**src/rtl/m_unit_seq_pkg.sv**
```systemverilog
// ============================================================================
// Module  : m_pkg
// Brief   : Shared decode constants, types and helpers for the M-extension unit.
// Revision: 1.0
// ============================================================================
`default_nettype none

package m_pkg;

  localparam logic [6:0] OPCODE_OP     = 7'b0110011;
  localparam logic [6:0] FUNCT7_MULDIV = 7'b0000001;

  typedef enum logic [2:0] {
    F3_MUL    = 3'd0,
    F3_MULH   = 3'd1,
    F3_MULHSU = 3'd2,
    F3_MULHU  = 3'd3,
    F3_DIV    = 3'd4,
    F3_DIVU   = 3'd5,
    F3_REM    = 3'd6,
    F3_REMU   = 3'd7
  } func3_e;

  typedef enum logic [1:0] {
    S_IDLE = 2'd0,
    S_DIV  = 2'd1,
    S_MUL  = 2'd2,
    S_DONE = 2'd3
  } state_t;

  function automatic logic is_mul(input func3_e f);
    return (f == F3_MUL) || (f == F3_MULH) || (f == F3_MULHSU) || (f == F3_MULHU);
  endfunction

  function automatic logic is_div(input func3_e f);
    return (f == F3_DIV) || (f == F3_DIVU);
  endfunction

  function automatic logic is_rem(input func3_e f);
    return (f == F3_REM) || (f == F3_REMU);
  endfunction

  function automatic logic rs1_signed(input func3_e f);
    return (f == F3_MULH) || (f == F3_MULHSU) || (f == F3_DIV) || (f == F3_REM);
  endfunction

  function automatic logic rs2_signed(input func3_e f);
    return (f == F3_MULH) || (f == F3_DIV) || (f == F3_REM);
  endfunction

endpackage

`default_nettype wire

```
**src/rtl/m_unit_seq_div_iter.sv**
```systemverilog
// ============================================================================
// Module  : m_div_iter
// Brief   : Combinational DIV_BITS-step restoring-division slice, MSB first.
// Revision: 1.0
// ============================================================================
`default_nettype none

module m_div_iter #(
  parameter int XLEN     = 32,
  parameter int DIV_BITS = 2
) (
  input  logic [XLEN-1:0]     i_rem,
  input  logic [XLEN-1:0]     i_divisor,
  input  logic [DIV_BITS-1:0] i_dvd_bits,
  output logic [XLEN-1:0]     o_rem,
  output logic [DIV_BITS-1:0] o_q_bits
);

  logic [XLEN-1:0] w_rem [0:DIV_BITS];

  assign w_rem[0] = i_rem;

  // Partial remainder stays below the divisor, so the trial fits in XLEN+1 bits.
  for (genvar i = 0; i < DIV_BITS; i++) begin : g_step
    logic [XLEN:0] w_trial;
    logic          w_ge;
    assign w_trial                = {w_rem[i], i_dvd_bits[DIV_BITS-1-i]};
    assign w_ge                   = (w_trial >= {1'b0, i_divisor});
    assign o_q_bits[DIV_BITS-1-i] = w_ge;
    assign w_rem[i+1]             = w_ge ? XLEN'(w_trial - {1'b0, i_divisor})
                                         : w_trial[XLEN-1:0];
  end

  assign o_rem = w_rem[DIV_BITS];

endmodule

`default_nettype wire

```
**src/rtl/m_unit_seq.sv**
```systemverilog
// ============================================================================
// Module  : m_unit_seq
// Brief   : Multi-cycle PCPI M-extension unit with radix divider and div/rem cache.
// Revision: 1.0
// ============================================================================
`default_nettype none

module m_unit_seq
  import m_pkg::*;
#(
  parameter int XLEN     = 32,
  parameter int DIV_BITS = 2,
  parameter int MUL_LAT  = 2,
  parameter bit CACHE_EN = 1'b1
) (
  input  logic            clk,
  input  logic            reset,
  input  logic            pcpi_valid,
  input  logic [31:0]     pcpi_insn,
  input  logic [XLEN-1:0] pcpi_rs1,
  input  logic [XLEN-1:0] pcpi_rs2,
  output logic            pcpi_wr,
  output logic [XLEN-1:0] pcpi_rd,
  output logic            pcpi_wait,
  output logic            pcpi_ready
);

  localparam int DIV_STEPS = XLEN / DIV_BITS;
  localparam int CNT_MAX   = (DIV_STEPS > MUL_LAT) ? DIV_STEPS : MUL_LAT;
  localparam int CNT_W     = $clog2(CNT_MAX);
  localparam logic [CNT_W-1:0] C_DIV_LAST = CNT_W'(DIV_STEPS - 1);
  localparam logic [CNT_W-1:0] C_MUL_LAST = CNT_W'(MUL_LAT - 1);
  localparam logic [XLEN-1:0]  C_MIN      = {1'b1, {(XLEN-1){1'b0}}};

  state_t            state_q, state_d;
  logic [CNT_W-1:0]  cnt_q, cnt_d;
  func3_e            func3_q, func3_d;
  logic              neg_quo_q, neg_quo_d;
  logic              neg_rem_q, neg_rem_d;
  logic [XLEN-1:0]   op1_q, op1_d;
  logic [XLEN-1:0]   op2_q, op2_d;
  logic [XLEN-1:0]   prem_q, prem_d;
  logic [XLEN-1:0]   quo_q, quo_d;
  logic [XLEN-1:0]   dvs_q, dvs_d;
  logic [XLEN-1:0]   rd_q, rd_d;
  logic              c_valid_q, c_valid_d;
  logic              c_sgn_q, c_sgn_d;
  logic [XLEN-1:0]   c_rs1_q, c_rs1_d;
  logic [XLEN-1:0]   c_rs2_q, c_rs2_d;
  logic [XLEN-1:0]   c_quo_q, c_quo_d;
  logic [XLEN-1:0]   c_rem_q, c_rem_d;

  // Decode and acceptance-time classification
  logic            w_hit;
  func3_e          w_f3;
  logic            w_s1, w_s2, w_sgn;
  logic [XLEN-1:0] w_abs1, w_abs2;
  logic            w_spec_zero, w_spec_ovf, w_spec_small, w_cache_hit;
  logic            w_unused_insn;

  assign w_hit  = pcpi_valid && (pcpi_insn[6:0] == OPCODE_OP) &&
                  (pcpi_insn[31:25] == FUNCT7_MULDIV);
  assign w_f3   = func3_e'(pcpi_insn[14:12]);
  assign w_s1   = rs1_signed(w_f3) && pcpi_rs1[XLEN-1];
  assign w_s2   = rs2_signed(w_f3) && pcpi_rs2[XLEN-1];
  assign w_sgn  = rs1_signed(w_f3);
  assign w_abs1 = w_s1 ? (-pcpi_rs1) : pcpi_rs1;
  assign w_abs2 = w_s2 ? (-pcpi_rs2) : pcpi_rs2;

  assign w_spec_zero  = (pcpi_rs2 == '0);
  assign w_spec_ovf   = w_sgn && (pcpi_rs1 == C_MIN) && (pcpi_rs2 == '1);
  assign w_spec_small = (w_abs1 < w_abs2);
  assign w_cache_hit  = CACHE_EN && c_valid_q && (pcpi_rs1 == c_rs1_q) &&
                        (pcpi_rs2 == c_rs2_q) && (w_sgn == c_sgn_q);

  assign w_unused_insn = ^{pcpi_insn[24:15], pcpi_insn[11:7]};

  // Divider datapath
  logic [XLEN-1:0]     w_rem_next, w_quo_next, w_fix_quo, w_fix_rem;
  logic [DIV_BITS-1:0] w_q_bits;

  m_div_iter #(
    .XLEN     (XLEN),
    .DIV_BITS (DIV_BITS)
  ) u_div_iter (
    .i_rem      (prem_q),
    .i_divisor  (dvs_q),
    .i_dvd_bits (quo_q[XLEN-1 -: DIV_BITS]),
    .o_rem      (w_rem_next),
    .o_q_bits   (w_q_bits)
  );

  assign w_quo_next = {quo_q[XLEN-DIV_BITS-1:0], w_q_bits};
  assign w_fix_quo  = neg_quo_q ? (-w_quo_next) : w_quo_next;
  assign w_fix_rem  = neg_rem_q ? (-w_rem_next) : w_rem_next;

  // Truncated 2*XLEN product is identical for the XLEN+1-bit signed view.
  logic [2*XLEN-1:0] w_mul_a, w_mul_b, w_prod;
  assign w_mul_a = {{XLEN{rs1_signed(func3_q) & op1_q[XLEN-1]}}, op1_q};
  assign w_mul_b = {{XLEN{rs2_signed(func3_q) & op2_q[XLEN-1]}}, op2_q};
  assign w_prod  = w_mul_a * w_mul_b;

  always_comb begin
    state_d   = state_q;
    cnt_d     = cnt_q;
    func3_d   = func3_q;
    neg_quo_d = neg_quo_q;
    neg_rem_d = neg_rem_q;
    op1_d     = op1_q;
    op2_d     = op2_q;
    prem_d    = prem_q;
    quo_d     = quo_q;
    dvs_d     = dvs_q;
    rd_d      = rd_q;
    c_valid_d = c_valid_q;
    c_sgn_d   = c_sgn_q;
    c_rs1_d   = c_rs1_q;
    c_rs2_d   = c_rs2_q;
    c_quo_d   = c_quo_q;
    c_rem_d   = c_rem_q;

    case (state_q)
      S_IDLE: begin
        if (w_hit) begin
          func3_d   = w_f3;
          neg_quo_d = w_s1 ^ w_s2;
          neg_rem_d = w_s1;
          op1_d     = pcpi_rs1;
          op2_d     = pcpi_rs2;
          cnt_d     = '0;
          prem_d    = '0;
          quo_d     = w_abs1;
          dvs_d     = w_abs2;
          if (is_mul(w_f3)) begin
            state_d = S_MUL;
          end else if (w_spec_zero) begin
            rd_d    = is_rem(w_f3) ? pcpi_rs1 : '1;
            state_d = S_DONE;
          end else if (w_spec_ovf) begin
            rd_d    = is_rem(w_f3) ? '0 : pcpi_rs1;
            state_d = S_DONE;
          end else if (w_spec_small) begin
            rd_d    = is_rem(w_f3) ? pcpi_rs1 : '0;
            state_d = S_DONE;
          end else if (w_cache_hit) begin
            rd_d    = is_rem(w_f3) ? c_rem_q : c_quo_q;
            state_d = S_DONE;
          end else begin
            state_d = S_DIV;
          end
        end
      end

      S_DIV: begin
        if (!pcpi_valid) begin
          state_d = S_IDLE;
          cnt_d   = '0;
        end else begin
          prem_d = w_rem_next;
          quo_d  = w_quo_next;
          if (cnt_q == C_DIV_LAST) begin
            rd_d    = is_rem(func3_q) ? w_fix_rem : w_fix_quo;
            state_d = S_DONE;
            if (CACHE_EN) begin
              c_valid_d = 1'b1;
              c_sgn_d   = rs1_signed(func3_q);
              c_rs1_d   = op1_q;
              c_rs2_d   = op2_q;
              c_quo_d   = w_fix_quo;
              c_rem_d   = w_fix_rem;
            end
          end else begin
            cnt_d = cnt_q + CNT_W'(1);
          end
        end
      end

      S_MUL: begin
        if (!pcpi_valid) begin
          state_d = S_IDLE;
          cnt_d   = '0;
        end else if (cnt_q == C_MUL_LAST) begin
          rd_d    = (func3_q == F3_MUL) ? w_prod[XLEN-1:0] : w_prod[2*XLEN-1:XLEN];
          state_d = S_DONE;
        end else begin
          cnt_d = cnt_q + CNT_W'(1);
        end
      end

      S_DONE: begin
        state_d = S_IDLE;
        cnt_d   = '0;
      end

      default: begin
        state_d = S_IDLE;
        cnt_d   = '0;
      end
    endcase
  end

  always_ff @(posedge clk or posedge reset) begin
    if (reset) begin
      state_q   <= S_IDLE;
      cnt_q     <= '0;
      func3_q   <= F3_MUL;
      neg_quo_q <= 1'b0;
      neg_rem_q <= 1'b0;
      op1_q     <= '0;
      op2_q     <= '0;
      prem_q    <= '0;
      quo_q     <= '0;
      dvs_q     <= '0;
      rd_q      <= '0;
      c_valid_q <= 1'b0;
      c_sgn_q   <= 1'b0;
      c_rs1_q   <= '0;
      c_rs2_q   <= '0;
      c_quo_q   <= '0;
      c_rem_q   <= '0;
    end else begin
      state_q   <= state_d;
      cnt_q     <= cnt_d;
      func3_q   <= func3_d;
      neg_quo_q <= neg_quo_d;
      neg_rem_q <= neg_rem_d;
      op1_q     <= op1_d;
      op2_q     <= op2_d;
      prem_q    <= prem_d;
      quo_q     <= quo_d;
      dvs_q     <= dvs_d;
      rd_q      <= rd_d;
      c_valid_q <= c_valid_d;
      c_sgn_q   <= c_sgn_d;
      c_rs1_q   <= c_rs1_d;
      c_rs2_q   <= c_rs2_d;
      c_quo_q   <= c_quo_d;
      c_rem_q   <= c_rem_d;
    end
  end

  // Reset gates the combinational claim so outputs drop as soon as reset rises.
  assign pcpi_wait  = !reset && ((state_q == S_IDLE && w_hit) ||
                                 (state_q == S_DIV) || (state_q == S_MUL));
  assign pcpi_ready = (state_q == S_DONE);
  assign pcpi_wr    = (state_q == S_DONE);
  assign pcpi_rd    = (state_q == S_DONE) ? rd_q : '0;

endmodule

`default_nettype wire

```
**config.mk**
```make
export PLATFORM = sky130hd
export DESIGN_NAME = m_unit_seq
export DESIGN_NICKNAME = d
export VERILOG_FILES = /design/src/rtl/m_unit_seq_pkg.sv /design/src/rtl/m_unit_seq_div_iter.sv /design/src/rtl/m_unit_seq.sv
export SDC_FILE = /design/constraint.sdc
export NUM_CORES = 2
export LEC_CHECK = 0
export ABC_AREA = 1
export BUFFER_PORTS_ARGS = -buffer_cell sky130_fd_sc_hd__buf_2
export CAP_MARGIN = 0
export CORE_UTILIZATION = 45
export CTS_CLUSTER_SIZE = 24
export DETAILED_ROUTE_END_ITERATION = 10
export GPL_TIMING_DRIVEN = 1
export SYNTH_ARGS = -nofsm -noshare
export SYNTH_HDL_FRONTEND = slang
export SYNTH_SLANG_ARGS = --single-unit
```
**constraint.sdc**
```tcl
create_clock -name clk -period 32.5 [get_ports clk]
set_clock_uncertainty 0.1 [all_clocks]
set_input_delay 9.75 -clock clk [delete_from_list [all_inputs] [get_ports clk]]
set_output_delay 9.75 -clock clk [all_outputs]
set_load 0.05 [all_outputs]
```
==> metrics.txt <==
WL/cell=23.6 um; core area=142000 um2; Ys Warns=0; Fin. Hold Viols=0; global-route wire length before repair=371000 um; syn_nets=10300; Hold Path Stages=2; commonest non-fill, non-tap cell in the layout=nand2_1; post-route ant nets=0; Slew @ Worst Pin=1.23 ns; EDFF count, synth=0; Final Setup Violations=0; share of the yosys chip area belonging to registers=12.9%; Slew Limit Fails=0; Primary FF master, synth=dfrtp_1; Final Critical Period=21.06 ns; CP endpoint kind=output port; internal power=1.32 mW; vias post-DR=57200; RePlAce Congestion=0.997; CTS Buf Count=38; CP arrival=11.21 ns; combinational fraction of design power=69.3%; placed cells=10400; largest net degree at the start of global routing=135; kind of critical path=primary input to output port; CP startpoint=pcpi_valid; register-to-register setup slack=20.94 ns; final cycle utilization of the critical path=64.8%; peak supply drop=0.0911 mV; fmax=47.5 MHz; Die X=381 um; fill count=14500; status=finished clean; Yosys cell types=58; IO Count=134; Sink Count=332; TritonCTS clock tree=done; Req. time, crit path=22.65 ns; Detailed Routing Iterations Pass 1=6; Tot GR Track Use=34.3%; H-tree lvl count=2; gr busiest metal=met2; layout cells sized above 1=4.57%; Worst-Skew Late Latency=0.58 ns; vias in the first global route=58200; DP HPWL=195000 um; Post-Syn Area=64600 um2; Leakage=36.4 nW; PwrDens=47.7 nW/um2; Post-Syn Instances=8728; buffers inserted by post-CTS timing repair=0; total routed wirelength=247000 um; sw power=1.92 mW; max_slew headroom=18.1%; I/O Buffers=118; commonest cells after routing, fill and taps aside=nand2_1, inv_1, fa_1; switching share of power=59.4%; sequential share of power=16.4%; GR Util met3=6.20%; worst reg2reg path endpoint=rd_q[31]; Clock power frac=14.3%; row count=138; worst-path maximum fanout=56; post_cts resized=0; Initial Util=45.5%; final core utilization=47.8%; startpoint class of the critical path=primary input; DR DRC count=0; reg2reg start=func3_q[2]; Hold Path Class=flop to flop; initial antenna violation count=12; Nets=10100; gr ovfl total=0; Die H=381 um; clk slew on worst S/H paths=0.07 ns; non-filler instance count after layout=10500; root buffer cell=clkbuf_16; syn_area_per_cell=7.40 um2; CTS Hold Bufs=0; hold path startpoint=c_quo_q[7]; die area=145000 um2; GR Util met2=53.3%; RSZ-0062 raised after global routing=false; worst hold endpoint=c_quo_q[7]; Clock Tree Buf Depth=3; Setup TNS Final=0 ns; worst reg-to-reg path cell count=39; Synth async-reset ratio=100%; Seq cells post-synth=332; initial DRC count=5450; area delta synth->final=5.16%; vias per cell=5.46; met1 GRT Util=46.8%; max_cap viols=0
## power by group through the flow
stage	Combinational, mW	Sequential (mW)	Clock, mW
2_1_floorplan	1.49	0.500	0
3_3_place_gp	2.19	0.535	0
3_5_place_dp	2.19	0.534	0
4_1_cts	2.20	0.527	0.468
5_1_grt	2.43	0.533	0.483
6_report	2.24	0.530	0.465
## synth_stat cells (6+ instances only)
cell / n / area share [%]
nand3_2: 7 / 0.11
o22ai_1: 31 / 0.30
buf_1: 15 / 0.087
o2111ai_1: 7 / 0.095
nand4_1: 51 / 0.49
or2_2: 23 / 0.22
inv_1: 2066 / 12
dfrtp_1: 332 / 13
nor3_1: 49 / 0.38
nand3b_1: 11 / 0.13
o221ai_1: 6 / 0.081
buf_6: 6 / 0.10
buf_2: 13 / 0.10
nand2_2: 21 / 0.20
inv_2: 14 / 0.081
o21bai_1: 15 / 0.17
ha_1: 318 / 6.2
o21ai_1: 11 / 0.085
a21o_1: 7 / 0.081
a31oi_1: 60 / 0.58
fa_1: 1127 / 35
nand2_1: 2419 / 14
xor2_1: 140 / 1.9
nor2_1: 363 / 2.1
nor4_1: 24 / 0.23
a21oi_1: 246 / 1.9
nor2_2: 14 / 0.14
nand3_1: 327 / 2.5
o211ai_1: 27 / 0.31
o21ai_0: 468 / 3.6
clkbuf_1: 387 / 2.2
xnor2_1: 47 / 0.64
## per-stage QoR
step / power, mW / hold WS, ns / area (um2) / setup WS [ns]
floorplan: 1.99 / 0.332 / 64600 / 11.09
global placement: 2.72 / 0.359 / 66600 / 11.37
detailed placement: 2.72 / 0.361 / 66600 / 11.41
CTS: 3.19 / 0.378 / 67900 / 11.41
global route: 3.45 / 0.404 / 67900 / 11.23
finish: 3.24 / 0.378 / 67900 / 11.44
## cell families (layout without fill, tap and decap cells)
family                     after synthesis  count (layout)  share of synthesized area [%]
AOI/OAI and AO/OA                      918             918                           7.76
and+or+nand+nor                       3335            3335                           21.0
adders and majority gates             1445            1445                           41.1
buffers and inverters                 2511            2367                           14.8
xor gates and xnor gates               187             187                           2.54
other                                    0               4                              0
DFF                                    332             332                           12.9
## layer usage
layer	up-vias	share of wire [%]	routed length, um
li1	25500	-	-
met1	28400	42	103000
met2	2685	44	109000
met3	585	8.8	21700
met4	8	5.3	13200
met5	-	0.019	46
## area by class of cell
cell class,count,area [um2],share of cell area [%]
diodes,4,10.0,0.0147
clock buffers,48,1050,1.54
clock inverters,20,249,0.367
inverters,2083,7830,11.5
multi-input cells,5885,46800,68.9
flip-flops and latches,332,8310,12.2
well taps,1890,2360,3.48
repair buffers,216,1330,1.95
## worst max-delay path: stages
cell	delay (ns)
buf_2	0.14
nand2_1	0.06
nor4b_1	0.28
nand2_1	0.17
nor2_4	0.14
inv_4	0.17
a31oi_1	0.18
buf_2	0.30
## worst max-delay path by stage
stage	to	slack [ns]	cells after the start
finish	pcpi_wait	11.44	8
global route	pcpi_wait	11.23	9
CTS	pcpi_wait	11.41	8
detailed placement	pcpi_wait	11.41	9
global placement	pcpi_wait	11.37	9
floorplan	pcpi_wait	11.09	8
## registers in the layout, summed over array words and instances (netlist names)
register,count
quo_q,32
prem_q,32
c_rem_q,32
neg_quo_q,1
op2_q,32
c_rs1_q,32
neg_rem_q,1
c_quo_q,32
op1_q,32
c_sgn_q,1
state_q,2
dvs_q,31
rd_q,32
func3_q,3
c_rs2_q,32
cnt_q,4
c_valid_q,1
Note: power is estimated with default switching activity, not from simulation.
